--- src/rtl/store_buffer_pkg.sv ---
// Shared types and default sizes for the store buffer slice.
package store_buffer_pkg;

    localparam int STORE_BUFFER_WIDTH = 3;
    localparam int MEM_WIDTH          = 17;

    typedef enum logic [1:0] {
        SB_FREE   = 2'd0,
        SB_EXEC   = 2'd1,
        SB_COMMIT = 2'd2
    } sb_state;

    function automatic logic sb_live(input logic [1:0] s);
        return s != SB_FREE;
    endfunction

endpackage

--- src/rtl/store_buffer_forward.sv ---
// Age-ordered store-to-load forwarding: the youngest live entry whose address
// matches load_addr supplies the data.
module store_buffer_forward #(
    parameter int STORE_BUFFER_WIDTH = 3,
    parameter int MEM_WIDTH          = 17
) (
    input  logic [2*(2**STORE_BUFFER_WIDTH)-1:0]         states,
    input  logic [MEM_WIDTH*(2**STORE_BUFFER_WIDTH)-1:0] addrs,
    input  logic [32*(2**STORE_BUFFER_WIDTH)-1:0]        datas,
    input  logic [STORE_BUFFER_WIDTH-1:0]                alloc_ptr,
    input  logic [MEM_WIDTH-1:0]                         load_addr,
    output logic                                         hit,
    output logic [31:0]                                  data
);
    import store_buffer_pkg::*;

    localparam int N = 2**STORE_BUFFER_WIDTH;

    logic [STORE_BUFFER_WIDTH-1:0] idx;

    // Walk from oldest (distance N back from alloc_ptr) to youngest so that
    // later, younger matches overwrite earlier ones.
    always_comb begin
        hit  = 1'b0;
        data = '0;
        idx  = '0;
        for (int d = N; d >= 1; d--) begin
            idx = alloc_ptr - STORE_BUFFER_WIDTH'(d);
            if (sb_live(states[2*int'(idx) +: 2]) &&
                addrs[MEM_WIDTH*int'(idx) +: MEM_WIDTH] == load_addr) begin
                hit  = 1'b1;
                data = datas[32*int'(idx) +: 32];
            end
        end
    end

endmodule

--- src/rtl/store_buffer.sv ---
// Ring of executed stores: entries are written on exec, marked committed by the
// commit ring, drained to data memory in order, and discarded on flush if uncommitted.
module store_buffer #(
    parameter int STORE_BUFFER_WIDTH = store_buffer_pkg::STORE_BUFFER_WIDTH,
    parameter int MEM_WIDTH          = store_buffer_pkg::MEM_WIDTH
) (
    input  logic                 clk,
    input  logic                 reset,
    input  logic                 flush,
    // valid/ready: a transfer happens on a rising edge where both are high;
    // valid may not depend on ready, and ready never depends on valid.
    input  logic                 exec_req_valid,
    output logic                 exec_req_ready,
    input  logic [MEM_WIDTH-1:0] exec_addr,
    input  logic [31:0]          exec_data,
    input  logic                 commit_req_valid,
    output logic                 commit_req_ready,
    output logic                 mem_we,
    output logic [MEM_WIDTH-1:0] mem_addr,
    output logic [31:0]          mem_wdata,
    input  logic [MEM_WIDTH-1:0] load_addr,
    output logic                 load_hit,
    output logic [31:0]          load_data,
    output logic                 empty
);
    import store_buffer_pkg::*;

    localparam int N = 2**STORE_BUFFER_WIDTH;

    sb_state                       state_q [N];
    sb_state                       state_d [N];
    logic [MEM_WIDTH-1:0]          addr_q  [N];
    logic [31:0]                   data_q  [N];

    logic [STORE_BUFFER_WIDTH-1:0] drain_ptr;
    logic [STORE_BUFFER_WIDTH-1:0] commit_ptr;
    logic [STORE_BUFFER_WIDTH-1:0] alloc_ptr;
    logic [STORE_BUFFER_WIDTH-1:0] commit_next;
    logic [STORE_BUFFER_WIDTH-1:0] flush_span;
    logic [STORE_BUFFER_WIDTH-1:0] flush_off;
    logic                          exec_fire;
    logic                          commit_fire;

    logic [2*N-1:0]                states_flat;
    logic [MEM_WIDTH*N-1:0]        addrs_flat;
    logic [32*N-1:0]               datas_flat;

    assign exec_req_ready   = (alloc_ptr + 1'b1 != drain_ptr) && !flush;
    assign commit_req_ready = commit_ptr != alloc_ptr;
    assign exec_fire        = exec_req_valid && exec_req_ready;
    assign commit_fire      = commit_req_valid && commit_req_ready;
    assign commit_next      = commit_fire ? commit_ptr + 1'b1 : commit_ptr;

    assign mem_we    = drain_ptr != commit_ptr;
    assign mem_addr  = addr_q[drain_ptr];
    assign mem_wdata = data_q[drain_ptr];
    assign empty     = drain_ptr == alloc_ptr;

    // Drain, commit and exec/flush touch disjoint entries, so their updates never collide.
    always_comb begin
        flush_span = alloc_ptr - commit_next;
        flush_off  = '0;
        for (int i = 0; i < N; i++) begin
            state_d[i] = state_q[i];
        end
        if (mem_we) begin
            state_d[drain_ptr] = SB_FREE;
        end
        if (commit_fire) begin
            state_d[commit_ptr] = SB_COMMIT;
        end
        if (flush) begin
            for (int i = 0; i < N; i++) begin
                flush_off = STORE_BUFFER_WIDTH'(i) - commit_next;
                if (flush_off < flush_span) begin
                    state_d[i] = SB_FREE;
                end
            end
        end else if (exec_fire) begin
            state_d[alloc_ptr] = SB_EXEC;
        end
    end

    always_ff @(posedge clk) begin
        if (reset) begin
            drain_ptr  <= '0;
            commit_ptr <= '0;
            alloc_ptr  <= '0;
            for (int i = 0; i < N; i++) begin
                state_q[i] <= SB_FREE;
            end
        end else begin
            for (int i = 0; i < N; i++) begin
                state_q[i] <= state_d[i];
            end
            if (mem_we) begin
                drain_ptr <= drain_ptr + 1'b1;
            end
            commit_ptr <= commit_next;
            if (flush) begin
                alloc_ptr <= commit_next;
            end else if (exec_fire) begin
                alloc_ptr <= alloc_ptr + 1'b1;
            end
        end
    end

    // Payload storage needs no reset: a FREE state hides stale contents.
    always_ff @(posedge clk) begin
        if (!reset && exec_fire) begin
            addr_q[alloc_ptr] <= exec_addr;
            data_q[alloc_ptr] <= exec_data;
        end
    end

    for (genvar g = 0; g < N; g++) begin : g_pack
        assign states_flat[2*g +: 2]                 = state_q[g];
        assign addrs_flat[MEM_WIDTH*g +: MEM_WIDTH]  = addr_q[g];
        assign datas_flat[32*g +: 32]                = data_q[g];
    end

    store_buffer_forward #(
        .STORE_BUFFER_WIDTH (STORE_BUFFER_WIDTH),
        .MEM_WIDTH          (MEM_WIDTH)
    ) u_forward (
        .states    (states_flat),
        .addrs     (addrs_flat),
        .datas     (datas_flat),
        .alloc_ptr (alloc_ptr),
        .load_addr (load_addr),
        .hit       (load_hit),
        .data      (load_data)
    );

endmodule

--- config.mk ---
export PLATFORM = sky130hd
export DESIGN_NAME = store_buffer
export DESIGN_NICKNAME = d
export VERILOG_FILES = /design/src/rtl/store_buffer_pkg.sv /design/src/rtl/store_buffer_forward.sv /design/src/rtl/store_buffer.sv
export SDC_FILE = /design/constraint.sdc
export NUM_CORES = 1
export LEC_CHECK = 0
export CAP_MARGIN = 10
export CORE_MARGIN = 2
export CORE_UTILIZATION = 57
export DETAILED_ROUTE_END_ITERATION = 8
export PLACE_DENSITY = 0.73
export SKIP_LAST_GASP = 1
export SYNTH_ARGS = -nofsm -noshare
export SYNTH_HDL_FRONTEND = slang
export SYNTH_SLANG_ARGS = --single-unit
--- constraint.sdc ---
create_clock -name clk -period 12.3 [get_ports clk]
set_input_delay 1.23 -clock clk [delete_from_list [all_inputs] [get_ports clk]]
set_output_delay 1.23 -clock clk [all_outputs]
set_load 0.02 [all_outputs]
Word-level counts from Yosys, hierarchy flattened
Memories as Yosys holds them, arrays and structs flattened. A register that Yosys moved wholly into a read port is not among the register bits. Index checks and enable logic that the tools add are counted.

Bits of input ports: 71. Memories: 3. Bits in registers: 9. Word-level logic and storage cells: 182. RAM bits: 408. Output and inout bits: 86.

Bitwise gates (word level): 19. Add/sub/neg operators: 19. Mux-type cells: 54. Eq/ne operators: 12. Shift-type cells: 24. Reductions and logical operators: 26. Multiply operators: 8. Magnitude comparators: 14.

Memory list: data_q (depth 8, bits a word 32, read ports 9, clocked after memory_dff 1, wr ports 1, line store_buffer.sv:33) `logic [31:0] data_q [N];`; addr_q (depth 8, bits a word 17, read ports 9, clocked after memory_dff 1, wr ports 1, line store_buffer.sv:32) `logic [MEM_WIDTH-1:0] addr_q [N];`; state_q (depth 8, bits a word 2, read ports 8, clocked after memory_dff 0, wr ports 8, line store_buffer.sv:30) `sb_state state_q [N];`.

Operator list (count): variable part select 256 x 9 -> 32 bit (8); variable part select 136 x 32 -> 17 bit (8); two-way mux 32 bit (8); == test 17 bit (8); variable part select 16 x 5 -> 2 bit (8); multiplier 5 x 3 -> 8 bit, first input constant (8); two-way mux 16 bit (4); two-way mux 2 bit (19); less-than comparator 3 bit (8); two-way mux 3 bit (7); demux 2 bit (select 3 bit) (3); nonzero test 2 bit (9); bitwise AND 16 bit (1); bitwise AND 8 bit (2); NOT 16 bit (1); NOT 8 bit (2); bitwise OR 8 bit (2); logical AND 1 bit (15); two-way mux 1 bit (13); >= comparator 4 bit, second input constant (3); less-than comparator 4 x 1 -> 1 bit, second input constant (3); NOT 3 -> 4 bit (3); subtractor 3 bit, first input constant (4); subtractor 3 bit, second input constant (4); other kinds (10) (25).

Depth between registers and ports, before layout
Gate-level depths: netlist of run 1.

Depth after elaboration: 14. Mapped depth: 23. Mapped depth without buffers: 13.

By module
A second synthesis of run 1 with hierarchy kept.

Cells, all modules: 2866. Area, all modules: 35880.7 µm².

By module, submodules not included: store_buffer_forward (cells each 2038, area an instance 19123.3 µm², times used 1, seq. area each 0.0 µm²); store_buffer (cells each 828, area an instance 16757.3 µm², times used 1, seq. area each 12331.8 µm²).

Least setup slack after synthesis of run 1
Ideal clock, no wire load.

Kind: register to register. Start point: register alloc_ptr[1]. End point: memory addr_q[0][0] (enable). Required time: 11.888 ns. Path buffers: 14. Library setup time: 0.412 ns. Arrival time: 5.893 ns. Cell stages (with the launch flop): 22. Clock period less this slack: 6.304 ns. Setup slack: 5.996 ns. Cell sequence: dfxtp_1 buf_2 buf_2 buf_2 buf_2 inv_1 ha_1 buf_6 buf_4 buf_4 buf_4 buf_2 buf_4 buf_4 buf_2 buf_2 xnor2_1 a31oi_1 and3_1 buf_2 nor2b_1 and2_1.

Longest elaborated chain between the ends: 7.

Ends and longest elaborated chain: start, declared (line store_buffer.sv:37) `logic [STORE_BUFFER_WIDTH-1:0] alloc_ptr;`; start signal, assigned (line store_buffer.sv:101) `alloc_ptr <= commit_next;`; start signal, assigned (line store_buffer.sv:103) `alloc_ptr <= alloc_ptr + 1'b1;`; adder 3 x 1 -> 3 bit (line store_buffer.sv:48) `assign exec_req_ready = (alloc_ptr + 1'b1 != drain_ptr) && !flush;`; inequality test 3 bit (line store_buffer.sv:48); logical AND 1 bit (line store_buffer.sv:48); net exec_req_ready (line store_buffer.sv:13) `output logic exec_req_ready,`; logical AND 1 bit (line store_buffer.sv:50) `assign exec_fire = exec_req_valid && exec_req_ready;`; logical AND 1 bit (line store_buffer.sv:110) `if (!reset && exec_fire) begin`; two-way mux 1 bit (line store_buffer.sv:110); two-way mux 1 bit (not written as such) (line store_buffer.sv:111) `addr_q[alloc_ptr] <= exec_addr;`; end, declared (line store_buffer.sv:32).

The timed path passes the listed nets, and every way through them passes these cells.

Worst setup path in the final report of run 1
Start point: register alloc_ptr[1]. End point: output port load_data[0].

Longest elaborated chain between the ends: 12. Elaborated cells on any way between the ends: 71. Classes of those cells: 7 x add/sub; 8 x mul; 8 x eq/ne; 24 x shift; 8 x mux; 16 x reduce/logical.

Ends and longest elaborated chain: subtractor 3 bit / multiplier 5 x 3 -> 8 bit (equally long branches) (line store_buffer_forward.sv:28, store_buffer_forward.sv:30); multiplier 5 x 3 -> 8 bit / variable part select 136 x 32 -> 17 bit (equally long branches) (line store_buffer_forward.sv:30) `addrs[MEM_WIDTH*int'(idx) +: MEM_WIDTH] == load_addr) begin`; variable part select 136 x 32 -> 17 bit / == test 17 bit (equally long branches) (line store_buffer_forward.sv:30); == test 17 bit / logical AND 1 bit (equally long branches) (line store_buffer_forward.sv:30, store_buffer_forward.sv:29); logical AND 1 bit / two-way mux 32 bit (equally long branches) (line store_buffer_forward.sv:29) `if (sb_live(states[2*int'(idx) +: 2]) &&`; two-way mux 32 bit (6 in series) (line store_buffer_forward.sv:29); two-way mux 32 bit (*) (line store_buffer_forward.sv:29); end, declared (line store_buffer.sv:23) `output logic [31:0] load_data,`.

Mark *: on every way between the ends. The rest lies on a longest branch, timed or not.

==> implementation parameters, run 1 <==
Parameter                              Value

Place
  HPWL after detailed placement    70.2 mm
  Worst setup timing slack at the placement stage    approximately 3.4 ns
  RePlAce Congestion    just over 1
  Count of buffers inserted at the top-level ports    about 160

Clock network
  Clock tree root driver cell    clkbuf_16
  H-tree level count    2
  Post-CTS Hold Fix Bufs    0
  Total setup buffers inserted after CTS    0
  CTS clock-pin slew for the worst setup and hold paths    ~0.06 ns
  Clock Sink Count    420
  Maximum clock insertion buffer count    3
  Clock Latency Late Sink    between 0.6 and 0.7 ns
  Post-CTS resize count    0
  TritonCTS clock tree    done
  Number of CTS-inserted buffers    48

Timing
  Hold_ws    approximately 0.5 ns
  Final count of hold timing violations    0
  Setup repair after global routing missed its margin    no
  Max-slew headroom at the worst pin    0.112
  Final setup vio count    0
  Fmax    around 100 MHz
  Actual slew at the worst max-slew pin    between 1 and 1.5 ns
  Final Max Tran Viols    0
  Final critical-path required period    ~9.7 ns
  Share of the clock period used by the worst path    0.791
  Post-route setup slack    about 2.6 ns
  Sum of negative setup slack    0 ns
  Layout Skew    roughly 0.031 ns

Critical path
  Cell depth of the worst flop-to-flop path    8
  Capture instance of the worst register-to-register path    data_q[4][8]$_DFFE_PP_
  Critical-path top delay cell    ha_4
  Type of the worst setup path    reg -> out
  Worst reg2reg setup slack    slightly below 7 ns
  Kind of capture point of the worst setup path    primary output
  Required time of the critical path    around 11 ns
  Most frequent cell on the critical path    a211o_1
  Number of buffers and inverters on the critical path    4
  Ordered cell list for the critical path    inv_1, ha_4, buf_12, mux4_2, mux2i_1, xnor2_1, a211o_1, a2111o_1, nor4_1, o2111a_2, buf_4, a31oi_1, a211o_1, clkdlybuf4s50_1
  Number of cells on the critical path    14
  Startpoint Class    flip-flop
  Arr. time, crit path    8.49 ns
  Reg-to-reg critical path startpoint    alloc_ptr[1]$_SDFFE_PP0P_
  Worst stage delay on the critical path    ~1.1 ns
  Crit path from    alloc_ptr[1]$_SDFFE_PP0P_
  Kind of cell adding the most delay to the critical path    buffers and inverters
  Crit path max fanout    between 100 and 150

Routing
  Wirelength per Cell    a little over 30 um
  Number of iterations in the first detailed-routing pass    9
  Number of DRC violations after detailed-routing iteration 0    about 3,800
  Routed wire length    114 mm
  Detailed-route via count    approximately 28,000
  Number of antenna-violating nets in the routed design    0
  Count of unresolved DRC violations after routing    0
  Average vias per placed instance    7.66

Global route
  Number of global-route vias before repair    ~28,000
  Aggregate global routing overflow    0
  Maximum number of pins on one net before global-route repair    190
  Wire length of the first global-routing pass    173 mm
  Total Routing Usage GR    0.355
  Antenna violations before repair    3

Pwr
  Leakage power total    roughly 13 nW
  Clock power frac    0.222
  P_int    0.00404 W
  Fraction of power consumed by sequential logic    0.262
  Max VDD drop    about 0.16 mV
  Switching share of total power    0.384
  Part of the total power dissipated in combinational logic    0.516
  Power density relative to cell area    between 150 and 200 nW/um^2
  Power spent charging and discharging nets    roughly 0.0025 W

Min path
  Terminating pin of the worst hold path    state_q[0][7]$_SDFF_PP0_
  Path class of the lowest-slack min-delay path    reg -> reg
  Source of the worst hold timing path    state_q[0][7]$_SDFF_PP0_
  Count of cells along the worst hold path    2

Floorplan
  Overall die width    between 200 and 300 um
  Full die area    between 60,000 and 70,000 um^2
  Effective utilization at floorplan    0.573
  Number of rows created at floorplan    92
  Boundary pin count    157
  Core area    around 63,000 um^2
  Die Y-Extent    approximately 260 um

Synth
  Synth cell types    65
  Synthesized area    about 36,000 um^2
  Post-Synthesis Cells    about 2,800
  Seq cells post-synth    420
  Number of enable-type register cells in the synthesized netlist    392
  Share of synthesized flip-flops with an asynchronous set or reset    0
  Post-synthesis average cell area    approximately 13 um^2
  Syn. warnings    0
  Net count after synthesis    2,930
  Sequential share of the synthesized area    0.343
  Synth Flop Type    edfxtp_1

Final layout
  Utilization after layout    0.628
  Layout Nets    a little under 3,000
  Commonest cells after routing, fill and taps aside    nand2_1 (528), mux4_2 (521), edfxtp_1 (392)
  Synth-to-Final Area Change    9.47%
  Most common library cell in the layout ignoring fill and taps    nand2_1
  Share of post-route cells with drive strength above 1    0.277

Run
  Count of max-cap constraint violations    0

Run status
  Run status    finished clean
[final cells by class]
type	instances	area, um^2
clock inverter	28	317
antenna	2	5.00
fill	4557	23400
tap	846	1060
inverter	31	118
sequential	420	12400
multi-input combinational	2105	22300
timing repair buffer	197	1890
clock buffer	60	1290
[cells in the mapped netlist, drive strengths merged, types with 39 or more instances]
cell type	count	share of area
clkbuf	127	0.013
buf	153	0.023
nor2	51	0.0053
nand2	528	0.055
a31oi	70	0.012
a221o	63	0.018
xnor2	116	0.028
xor2	39	0.0097
edfxtp	392	0.33
mux4	521	0.33
mux2i	149	0.041
a21oi	88	0.012
mux2	101	0.032
[how the worst max path moves through the flow]
stage | end
finish | load_data[0]
global route | load_data[0]
CTS | load_data[0]
detailed placement | load_data[0]
global placement | load_data[0]
floorplan | addr_q[0][0]$_DFFE_PP_
[power by group through the flow]
| stage | clock [W] | combinational (W) | sequential (W) |
|---|---|---|---|
| after global routing | 0.00152 | 0.00360 | 0.00173 |
| after detailed placement | 0 | 0.00332 | 0.00175 |
| final | 0.00146 | 0.00338 | 0.00172 |
| after CTS | 0.00147 | 0.00334 | 0.00172 |
| after global placement | 0 | 0.00326 | 0.00174 |
| after floorplan | 0 | 0.00264 | 0.00165 |
[flip-flops by register name (all words and copies together) (netlist names), named ones only]
signal and cells:
data_q 256, addr_q 136, state_q 16, alloc_ptr 3, commit_ptr 3, drain_ptr 3
[cell families after synthesis]
kind of cell,synth area share
AO/OA/AOI/OAI,0.0834
XOR/XNOR,0.0380
adder cells (fa/ha/maj),0.00821
buffers and inverters,0.0397
flip-flops,0.343
multiplexers,0.399
AND/OR/NAND/NOR,0.0885
[layer usage]
metal	wire length (um)	global-route usage
met2	54000	0.564
met3	13600	0.0738
met5	36	0
met1	41400	0.481
met4	5510	0.146
[worst min-delay path: cells and delay by family (launching register included)]
kind           cells  cell delay (ns)
flip-flops         1             0.30
AO/OA/AOI/OAI      2             0.14
[stage by stage]
stage / power [W] / std cells / cell area, um^2
2_1_floorplan: 0.00429 / 2836 / 36000
3_3_place_gp: 0.00500 / 3599 / 37800
3_5_place_dp: 0.00506 / 3599 / 37800
4_1_cts: 0.00652 / 3687 / 39400
5_1_grt: 0.00686 / 3687 / 39400
6_report: 0.00655 / 3689 / 39400
Note: power is estimated with default switching activity, not from simulation.
==> run 2: changes to the inputs <==
clock period = 9.6 ns   (was 12.3 ns; I/O delays follow)
==> implementation parameters, run 2 (synthesized netlist as in run 1, its figures left out) <==
Parameter                              Value

Run status
  Run status    finished clean

Final layout
  Flip-flop count of the largest register after layout    256 (unchanged)
  Largest registers in the final layout    data_q (256), addr_q (136), state_q (16)
  Synth-to-Final Area Change    9.78%
  Register with the most flip-flops    data_q
  Share of post-route cells with drive strength above 1    0.279 (+0.00228)
  Most common library cell in the layout ignoring fill and taps    nand2_1
  Number of filler cells placed in the layout    4,524 (-0.72%)
  Commonest cells after routing, fill and taps aside    nand2_1 (528), mux4_2 (521), edfxtp_1 (392)
  Utilization after layout    0.629 (+0.00179)
  Sequential cell area    12,400 um^2 (unchanged)
  Multi-input logic area    22,300 um^2 (unchanged)
  Layout Nets    2,908 (+0.38%)

Routing
  Average vias per placed instance    7.67 (+0.11%)
  Routed wire length    116 mm (+1.3%)
  Number of DRC violations after detailed-routing iteration 0    4,046 (+6.3%)
  Detailed-route via count    28,400 (+0.35%)
  Number of iterations in the first detailed-routing pass    6 (-3)
  Wirelength per Cell    31.4 um (+1.0%)
  Number of antenna-violating nets in the routed design    0 (unchanged)
  Count of unresolved DRC violations after routing    0 (unchanged)

Timing
  Fmax    110 MHz
  Share of the clock period used by the worst path    0.948
  Setup repair after global routing missed its margin    no
  Final Max Tran Viols    0 (unchanged)
  Max-slew headroom at the worst pin    0.162 (+0.0494)
  Actual slew at the worst max-slew pin    1.26 ns (-0.0698 ns)
  Hold_ws    0.478 ns (-0.0142 ns)
  Layout Skew    0.0297 ns (-0.00172 ns)
  Sum of negative setup slack    0 ns (unchanged)
  Final count of hold timing violations    0 (unchanged)
  Final setup vio count    0 (unchanged)
  Final critical-path required period    between 9 and 10 ns

Global route
  Total Routing Usage GR    0.359 (+0.00385)
  Aggregate global routing overflow    0 (unchanged)
  Antenna violations before repair    7 (+4)
  Wire length of the first global-routing pass    174 mm (+0.29%)
  Maximum number of pins on one net before global-route repair    146 (-23%)
  Number of global-route vias before repair    27,600 (-0.22%)

Floorplan
  Effective utilization at floorplan    0.573 (unchanged)
  Core area    62,700 um^2 (unchanged)
  Die Y-Extent    255 um (unchanged)
  Number of rows created at floorplan    92 (unchanged)
  Boundary pin count    157 (unchanged)
  Full die area    65,100 um^2 (unchanged)
  Overall die width    255 um (unchanged)

Clock network
  Clock Sink Count    420 (unchanged)
  H-tree level count    2 (unchanged)
  Number of CTS-inserted buffers    48 (unchanged)
  Post-CTS Hold Fix Bufs    0 (unchanged)
  CTS clock-pin slew for the worst setup and hold paths    0.06 ns (about the same)
  Clock Latency Late Sink    0.63 ns (about the same)
  Clock tree root driver cell    clkbuf_16
  Post-CTS resize count    0 (unchanged)
  Maximum clock insertion buffer count    3 (unchanged)
  TritonCTS clock tree    done
  Total setup buffers inserted after CTS    0 (unchanged)

Critical path
  Most frequent cell on the critical path    a221o_1
  Cell depth of the worst flop-to-flop path    9 (+1)
  Required time of the critical path    8.64 ns (-2.43 ns)
  Arr. time, crit path    8.15 ns (-0.34 ns)
  Kind of capture point of the worst setup path    primary output
  Crit path max fanout    66 (-42%)
  Number of cells on the critical path    14 (unchanged)
  Ordered cell list for the critical path    clkinv_2, ha_4, mux4_2, mux2i_1, xnor2_1, nor4_1, nand2_1, nor3_4, buf_4, a21oi_1, a221o_1, a221o_1, a211o_1, clkdlybuf4s50_1
  Type of the worst setup path    reg -> out
  Number of buffers and inverters on the critical path    3 (-1)
  Worst stage delay on the critical path    1.01 ns (-0.11 ns)
  Kind of cell adding the most delay to the critical path    buffers and inverters
  Critical-path top delay cell    ha_4
  Startpoint Class    flip-flop

Min path
  Count of cells along the worst hold path    2 (unchanged)
  Path class of the lowest-slack min-delay path    reg -> reg

Place
  Count of buffers inserted at the top-level ports    156 (unchanged)
  RePlAce Congestion    0.983 (-4.4%)
  HPWL after detailed placement    71.5 mm (+1.9%)

Pwr
  Leakage power total    13.0 nW (+0.42%)
  Max VDD drop    0.210 mV (+33%)
  Power density relative to cell area    214 nW/um^2 (+29%)

Run
  Count of max-cap constraint violations    0 (unchanged)
-- run 2: changes by cell type in the layout (fill, tap and decap cells not counted), moves of 2 or more --
cell        before  now
bufinv_16        4    7
clkbuf_8         4    0
clkinvlp_4       4    8
clkinv_2         6    9
clkinv_4         4    0
clkbuf_1         6    4
buf_4           39   47
buf_12           2    4
clkbuf_4         2    0
-- run 2: final timing paths --
kind	startpoint	endpoint	slack, ns
hold reg to reg	state_q[0][3]$_SDFF_PP0_	state_q[0][3]$_SDFF_PP0_	0.48
setup reg to reg	alloc_ptr[0]$_SDFFE_PP0P_	addr_q[2][3]$_DFFE_PP_	4.10
setup / recovery	alloc_ptr[2]$_SDFFE_PP0P_	load_data[19]	0.49
hold / removal	state_q[0][3]$_SDFF_PP0_	state_q[0][3]$_SDFF_PP0_	0.48
-- run 2: per-stage QoR --
| stage | total power [W] | area, um^2 | std cells | setup WS, ns |
|---|---|---|---|---|
| after global routing | 0.00886 | 39500 | 3697 | 0.324 |
| after CTS | 0.00843 | 39500 | 3696 | 0.718 |
| after detailed placement | 0.00653 | 37900 | 3610 | 1.47 |
| after floorplan | 0.00549 | 36000 | 2836 | 3.30 |
| after global placement | 0.00644 | 37900 | 3609 | 1.54 |
| final | 0.00847 | 39500 | 3698 | 0.495 |
-- run 2: cell type report --
| type | count | area share |
|---|---|---|
| clock buffer | 52 | 0.0308 |
| clock inverter | 34 | 0.0102 |
| antenna | 2 | 0.000127 |
| multi-input combinational | 2105 | 0.566 |
| timing repair buffer | 208 | 0.0506 |
| inverter | 31 | 0.00298 |
| tap | 846 | 0.0268 |
| sequential | 420 | 0.313 |
-- run 2: report_power, final --
| part | leakage (nW) | internal [W] | switching [W] |
|---|---|---|---|
| registers | 3.76 | 0.00205 | 0.000107 |
| logic | 8.44 | 0.00206 | 0.00235 |
| clock network | 0.767 | 0.00111 | 0.000794 |
| total | 13.0 | 0.00522 | 0.00325 |
-- run 2: worst reg2reg max path: cells and delay by family (launching register included) --
family / cells / cell delay (ns)
buffers and inverters: 2 / 1.51
xor gates and xnor gates: 2 / 0.99
adders and majority gates: 1 / 0.48
AOI/OAI and AO/OA: 1 / 0.33
DFF: 1 / 0.51
and+or+nand+nor: 3 / 1.27
-- run 2: layer usage --
layer,global-route usage,share of wire,up-vias
met5,0,0.00049,-
met4,0.170,0.051,10
met3,0.0936,0.13,445
met2,0.559,0.47,2262
met1,0.474,0.35,14200
li1,-,-,11400
